### config.mk
export PLATFORM = sky130hd
export DESIGN_NAME = i2cs
export DESIGN_NICKNAME = d
export VERILOG_FILES = /design/src/rtl/i2cs.sv
export SDC_FILE = /design/constraint.sdc
export NUM_CORES = 1
export LEC_CHECK = 0
export ABC_AREA = 1
export ABC_CLOCK_PERIOD_IN_PS = 1400
export CORE_MARGIN = 2
export CORE_UTILIZATION = 50
export CTS_CLUSTER_DIAMETER = 100
export DETAILED_ROUTE_END_ITERATION = 8
export HOLD_SLACK_MARGIN = 0.03
export PLACE_DENSITY = 0.76
export SKIP_CTS_REPAIR_TIMING = 1
export SYNTH_ARGS = -nofsm -noshare
export SYNTH_HDL_FRONTEND = slang
export SYNTH_SLANG_ARGS = --single-unit
### constraint.sdc
create_clock -name clk -period 1.4 [get_ports clk]
set_input_delay 0.28 -clock clk [delete_from_list [all_inputs] [get_ports clk]]
set_output_delay 0.28 -clock clk [all_outputs]
set_load 0.03 [all_outputs]
### src/rtl/i2cs.sv
`timescale 1ns/1ps
// I2C target: answers one 7-bit address and exposes a byte-wide register port
// with an auto-incrementing pointer. SCL is never stretched; SDA is open-drain.
module i2cs #(
  parameter logic [6:0] SLAVE_ADDR = 7'h50
) (
  input  logic       clk,
  input  logic       rst,
  input  logic       i2c_scl_i,
  output logic       i2c_scl_o,
  output logic       i2c_scl_oe,
  input  logic       i2c_sda_i,
  output logic       i2c_sda_o,
  output logic       i2c_sda_oe,
  output logic [7:0] reg_addr,
  output logic [7:0] reg_wdata,
  output logic       reg_we,
  output logic       reg_re,
  input  logic [7:0] reg_rdata,
  output logic       busy,
  output logic       addressed
);

  typedef enum logic [2:0] {
    StIdle, StAddr, StIgnore, StAck, StPtr, StWdata, StRdata, StMack
  } state_t;

  state_t      state;
  logic        scl_s1, scl_s2, scl_h;
  logic        sda_s1, sda_s2, sda_h;
  logic        scl_rise, scl_fall, start_det, stop_det;
  logic [7:0]  shift;
  logic [7:0]  ptr;
  logic [7:0]  rx_byte;
  logic [3:0]  bit_cnt;
  logic        rw;        // 1 = current transaction is a read
  logic        ptr_rcvd;  // pointer byte already taken in this write
  logic        ack_drv;   // ACK slot: 0 = waiting to drive, 1 = driving
  logic        rd_load;   // reg_rdata is valid this cycle

  assign i2c_scl_o  = 1'b0;
  assign i2c_scl_oe = 1'b0;
  assign i2c_sda_o  = 1'b0;
  assign reg_addr   = ptr;

  assign scl_rise  = scl_s2 & ~scl_h;
  assign scl_fall  = ~scl_s2 & scl_h;
  assign start_det = scl_s2 & scl_h & ~sda_s2 & sda_h;
  assign stop_det  = scl_s2 & scl_h & sda_s2 & ~sda_h;
  assign rx_byte   = {shift[6:0], sda_s2};

  // Two-flop synchronizers plus a history flop for edge detection.
  always_ff @(posedge clk) begin
    if (rst) begin
      scl_s1 <= 1'b1;
      scl_s2 <= 1'b1;
      scl_h  <= 1'b1;
      sda_s1 <= 1'b1;
      sda_s2 <= 1'b1;
      sda_h  <= 1'b1;
    end else begin
      scl_s1 <= i2c_scl_i;
      scl_s2 <= scl_s1;
      scl_h  <= scl_s2;
      sda_s1 <= i2c_sda_i;
      sda_s2 <= sda_s1;
      sda_h  <= sda_s2;
    end
  end

  // Protocol FSM with registered outputs, strobes and register pointer.
  always_ff @(posedge clk) begin
    if (rst) begin
      state      <= StIdle;
      shift      <= 8'h00;
      ptr        <= 8'h00;
      bit_cnt    <= 4'd0;
      rw         <= 1'b0;
      ptr_rcvd   <= 1'b0;
      ack_drv    <= 1'b0;
      rd_load    <= 1'b0;
      i2c_sda_oe <= 1'b0;
      reg_wdata  <= 8'h00;
      reg_we     <= 1'b0;
      reg_re     <= 1'b0;
      busy       <= 1'b0;
      addressed  <= 1'b0;
    end else begin
      reg_we  <= 1'b0;
      reg_re  <= 1'b0;
      rd_load <= reg_re;
      if (rd_load) shift <= reg_rdata;
      // Write pointer advances the cycle after the strobe.
      if (reg_we) ptr <= ptr + 8'd1;

      if (start_det) begin
        state      <= StAddr;
        bit_cnt    <= 4'd0;
        ack_drv    <= 1'b0;
        i2c_sda_oe <= 1'b0;
        busy       <= 1'b1;
        addressed  <= 1'b0;
      end else if (stop_det) begin
        state      <= StIdle;
        i2c_sda_oe <= 1'b0;
        busy       <= 1'b0;
        addressed  <= 1'b0;
      end else begin
        unique case (state)
          StIdle, StIgnore: ;

          StAddr: begin
            if (scl_rise) begin
              shift <= rx_byte;
              if (bit_cnt == 4'd7) begin
                // General call (address 0) is never claimed.
                if (shift[6:0] == SLAVE_ADDR && shift[6:0] != 7'd0) begin
                  addressed <= 1'b1;
                  rw        <= sda_s2;
                  ptr_rcvd  <= 1'b0;
                  ack_drv   <= 1'b0;
                  state     <= StAck;
                  if (sda_s2) reg_re <= 1'b1;
                end else begin
                  state <= StIgnore;
                end
              end else begin
                bit_cnt <= bit_cnt + 4'd1;
              end
            end
          end

          StAck: begin
            if (scl_fall) begin
              if (!ack_drv) begin
                i2c_sda_oe <= 1'b1;
                ack_drv    <= 1'b1;
              end else begin
                ack_drv <= 1'b0;
                bit_cnt <= 4'd0;
                if (rw) begin
                  i2c_sda_oe <= ~shift[7];
                  state      <= StRdata;
                end else begin
                  i2c_sda_oe <= 1'b0;
                  state      <= ptr_rcvd ? StWdata : StPtr;
                end
              end
            end
          end

          StPtr: begin
            if (scl_rise) begin
              shift <= rx_byte;
              if (bit_cnt == 4'd7) begin
                ptr      <= rx_byte;
                ptr_rcvd <= 1'b1;
                state    <= StAck;
              end else begin
                bit_cnt <= bit_cnt + 4'd1;
              end
            end
          end

          StWdata: begin
            if (scl_rise) begin
              shift <= rx_byte;
              if (bit_cnt == 4'd7) begin
                reg_we    <= 1'b1;
                reg_wdata <= rx_byte;
                state     <= StAck;
              end else begin
                bit_cnt <= bit_cnt + 4'd1;
              end
            end
          end

          StRdata: begin
            if (scl_rise && bit_cnt != 4'd8) begin
              bit_cnt <= bit_cnt + 4'd1;
            end else if (scl_fall) begin
              if (bit_cnt == 4'd8) begin
                i2c_sda_oe <= 1'b0;
                state      <= StMack;
              end else if (bit_cnt == 4'd0) begin
                // First bit of a byte fetched after a master ACK.
                i2c_sda_oe <= ~shift[7];
              end else begin
                shift      <= {shift[6:0], 1'b0};
                i2c_sda_oe <= ~shift[6];
              end
            end
          end

          StMack: begin
            if (scl_rise) begin
              if (!sda_s2) begin
                ptr     <= ptr + 8'd1;
                reg_re  <= 1'b1;
                bit_cnt <= 4'd0;
                state   <= StRdata;
              end else begin
                i2c_sda_oe <= 1'b0;
                state      <= StIgnore;
              end
            end
          end

          default: state <= StIdle;
        endcase
      end
    end
  end

endmodule

==> metrics.md <==
| Metric | Value |
|---|---|
| Avg WL per Cell | 15.79 µm |
| Vias in the first global route | 2,746 |
| Peak VDD IR | 0.0007395 V |
| Leading area contributor after synthesis | dfxtp_1 |
| Cells along the critical path | ha_4 -> nand3_4 -> nor2_4 -> inv_6 -> nor3_4 -> buf_6 -> o21ai_0 -> a21oi_1 |
| Grt total ovfl | 0 |
| Skew final | 10.22 ps |
| Main synth FF type | dfxtp_1 |
| Synth top area share | 33.39% |
| First-pass GRT wire length | 12,510 µm |
| RSZ-0062 raised after global routing | true |
| Sequential share of the synthesized area | 33.39% |
| Via count | 3,298 |
| Die extent in y | 78.27 µm |
| Largest net degree at the start of global routing | 15 |
| Crit path required time | 1640 ps |
| FP Rows | 27 |
| Crit path DAT | 1770 ps |
| Final setup violation count | 21 |
| Net Sw Frac | 37.48% |
| Final nets | 534 |
| Vias per cell | 5.571 |
| Clock Latency Late Sink | 310 ps |
| Ports | 36 |
| Post-Syn Instances | 429 |
| Clock Sinks | 46 |
| Routed Antenna Nets | 0 |
| Setup WS post-layout | -133.8 ps |
| Dpl cell area | 3520 µm² |
| TritonCTS Buffers | 5 |
| Die area | 6125 µm² |
| Antenna Cells | 0 |
| Clock Pin Slew Worst Setup and Hold Paths | 100 ps |
| Pwr per Cell Area | 929.0 nW/µm² |
| Die X | 78.27 µm |
| Layout cell share with drive strength beyond 1 | 33.27% |
| Synth area leaders | dfxtp_1 33%, nand2_1 17%, nand3_1 6.9%, inv_1 6.8%, nor2_1 5.9% |
| Switching power | 1.431 mW |
| H-tree level count | 2 |
| CTS tree | yes |
| Area delta synth->final | 49.05% |
| Routed Wire Length | 9347 µm |
| Utilization after layout | 76.04% |
| Failing checks | DRC, setup timing |
| Post-synth EDFFs | 0 |
| # placed instances | 575 |
| CP Class | flop to flop |
| Max-Cap Viols | 0 |
| PortBufs | 32 |
| Critical R2R Launch | bit_cnt[1] |
| Root Buffer | clkbuf_8 |
| Clock network power share | 24.8% |
| DP HPWL | 5836 µm |
| Logic pwr share | 35.9% |
| TritonRoute pass-1 iters | 7 |
| Post-route DRC | 2 |
| Min-delay worst type | flop to flop |
| Synth Register Bits | 46 |
| Status | finished, violations left |
| Initial antenna violation count | 0 |
| Non-Filler Instances | 592 |
| Worst path max stage delay | 390 ps |
| Crit-path max FO | 12 |
| Placer Congestion | 0.9651 |
| CP endpoint kind | flop |
| Cell area after layout | 4110 µm² |
| Lkg Pwr | 2.204 nW |
| CORE AREA | 5405 µm² |
| FILL cells | 364 |
| CP max-delay cell | dfxtp_4 |
| Crit path launch type | flop |
| Internal | 2.387 mW |
| Yosys warns | 0 |
| Total GRT Usage | 25.21% |
| Async S/R FF share, synth | 0% |
| Average cell area after synthesis | 6.428 µm² |
| Reg power frac | 39.3% |
| Synthesized cell area | 2758 µm² |
| Clock buffer depth | 2 |
| Fin crit share | 109.6% |
| Iter 0 DRT Violations | 249 |
| Synth cell types | 37 |
| Initial Util | 51.02% |
| Hold Violations, Final | 0 |
| Hold path startpoint | sda_s1 |
| Fmax | 652.0 MHz |
| Final Max Tran Viols | 0 |
| Post-layout min period | 1534 ps |
| Worst Setup SP | bit_cnt[1] |
==> per-layer routing <==
layer | global-route usage (%) | up-vias | wire [µm]
li1 | - | 1559 | -
met1 | 32.42 | 1543 | 3745
met2 | 43.28 | 162 | 4679
met3 | 3.793 | 34 | 614
met4 | 8.421 | 0 | 308
met5 | 0 | - | 0
==> cells in the mapped netlist, types with 4 or more instances <==
library cell	instances
a21oi_1	27
buf_4	5
clkbuf_1	4
dfxtp_1	46
inv_1	50
inv_2	5
nand2_1	126
nand3_1	38
nor2_1	43
o2111ai_1	6
o21ai_0	23
o21ai_1	6
or2_2	5
==> power by group through the flow <==
stage | Clock [mW] | Combinational (mW) | Sequential (mW)
after floorplan | 0 | 0.621 | 1.47
after global placement | 0 | 0.921 | 1.48
after detailed placement | 0 | 0.946 | 1.48
after CTS | 0.937 | 0.953 | 1.45
after global routing | 0.996 | 1.46 | 1.51
final | 0.948 | 1.37 | 1.50
==> worst max-delay path, delay by kind of cell, from the launching register on <==
| kind | cells | cell delay (ps) |
|---|---|---|
| AO/OA/AOI/OAI | 2 | 230 |
| adder cells (fa/ha/maj) | 1 | 150 |
| buffers and inverters | 2 | 240 |
| flip-flops | 1 | 390 |
| AND/OR/NAND/NOR | 3 | 460 |
==> logic make-up (layout without fill, tap and decap cells) <==
group / after synthesis / after routing / share of synthesized area [%]
xor+xnor: 4 / 4 / 1.271
simple gates: 228 / 228 / 36.30
fa+ha+maj: 3 / 3 / 1.361
buf+inv: 67 / 156 / 10.44
other cells: 1 / 3 / 0.1360
compound gates: 80 / 80 / 17.11
flops: 46 / 46 / 33.39
==> metrics by stage <==
| step | setup WS, ps | hold slack, ps | power [mW] | TNS, ps |
|---|---|---|---|---|
| after floorplan | 0.3760 | 383.8 | 2.093 | 0 |
| final | -133.8 | 419.7 | 3.818 | -1595 |
| after global routing | -205.1 | 438.4 | 3.966 | -3321 |
| after detailed placement | -132.8 | 401.4 | 2.425 | -1412 |
| after CTS | -292.6 | 423.2 | 3.340 | -5698 |
| after global placement | -58.53 | 392.4 | 2.397 | -246.4 |
==> registers in the layout, summed over array words and instances (netlist names), 3 cells and up <==
signal	flops
bit_cnt	4
state	3
reg_addr	8
shift	8
reg_wdata	8
==> path summary, 6_finish.rpt <==
check / slack, ps / to / cells past startpoint
worst max-delay path: -130 / reg_wdata[6] / 8
worst min-delay path: 420 / sda_s2 / 1
worst max register to register: -130 / reg_wdata[6] / 8
worst min register to register: 420 / sda_s2 / 1
==> cell type report <==
type	count	area (µm²)	share of cell area [%]
multi-input combinational	318	1873	45.57
sequential	46	954.7	23.23
timing repair buffer	92	855.8	20.82
inverter	56	232.7	5.662
clock buffer	7	97.59	2.374
tap	72	90.09	2.192
clock inverter	1	6.256	0.1522
==> layout by cell type (no fill, tap or decap), types with 7 or more instances in the layout <==
| cell | count |
|---|---|
| nand3_1 | 32 |
| buf_6 | 8 |
| buf_4 | 53 |
| nand2_2 | 14 |
| clkdlybuf4s50_1 | 11 |
| inv_1 | 42 |
| inv_2 | 7 |
| nor2_4 | 13 |
| nand2_1 | 110 |
| dlymetal6s2s_1 | 19 |
| dfxtp_1 | 31 |
| o21ai_0 | 17 |
| nor2_1 | 30 |
| dfxtp_2 | 9 |
| a21oi_1 | 24 |
| o21ai_2 | 7 |
| o21ai_1 | 7 |
No activity file was read; power rests on OpenSTA's default activity.
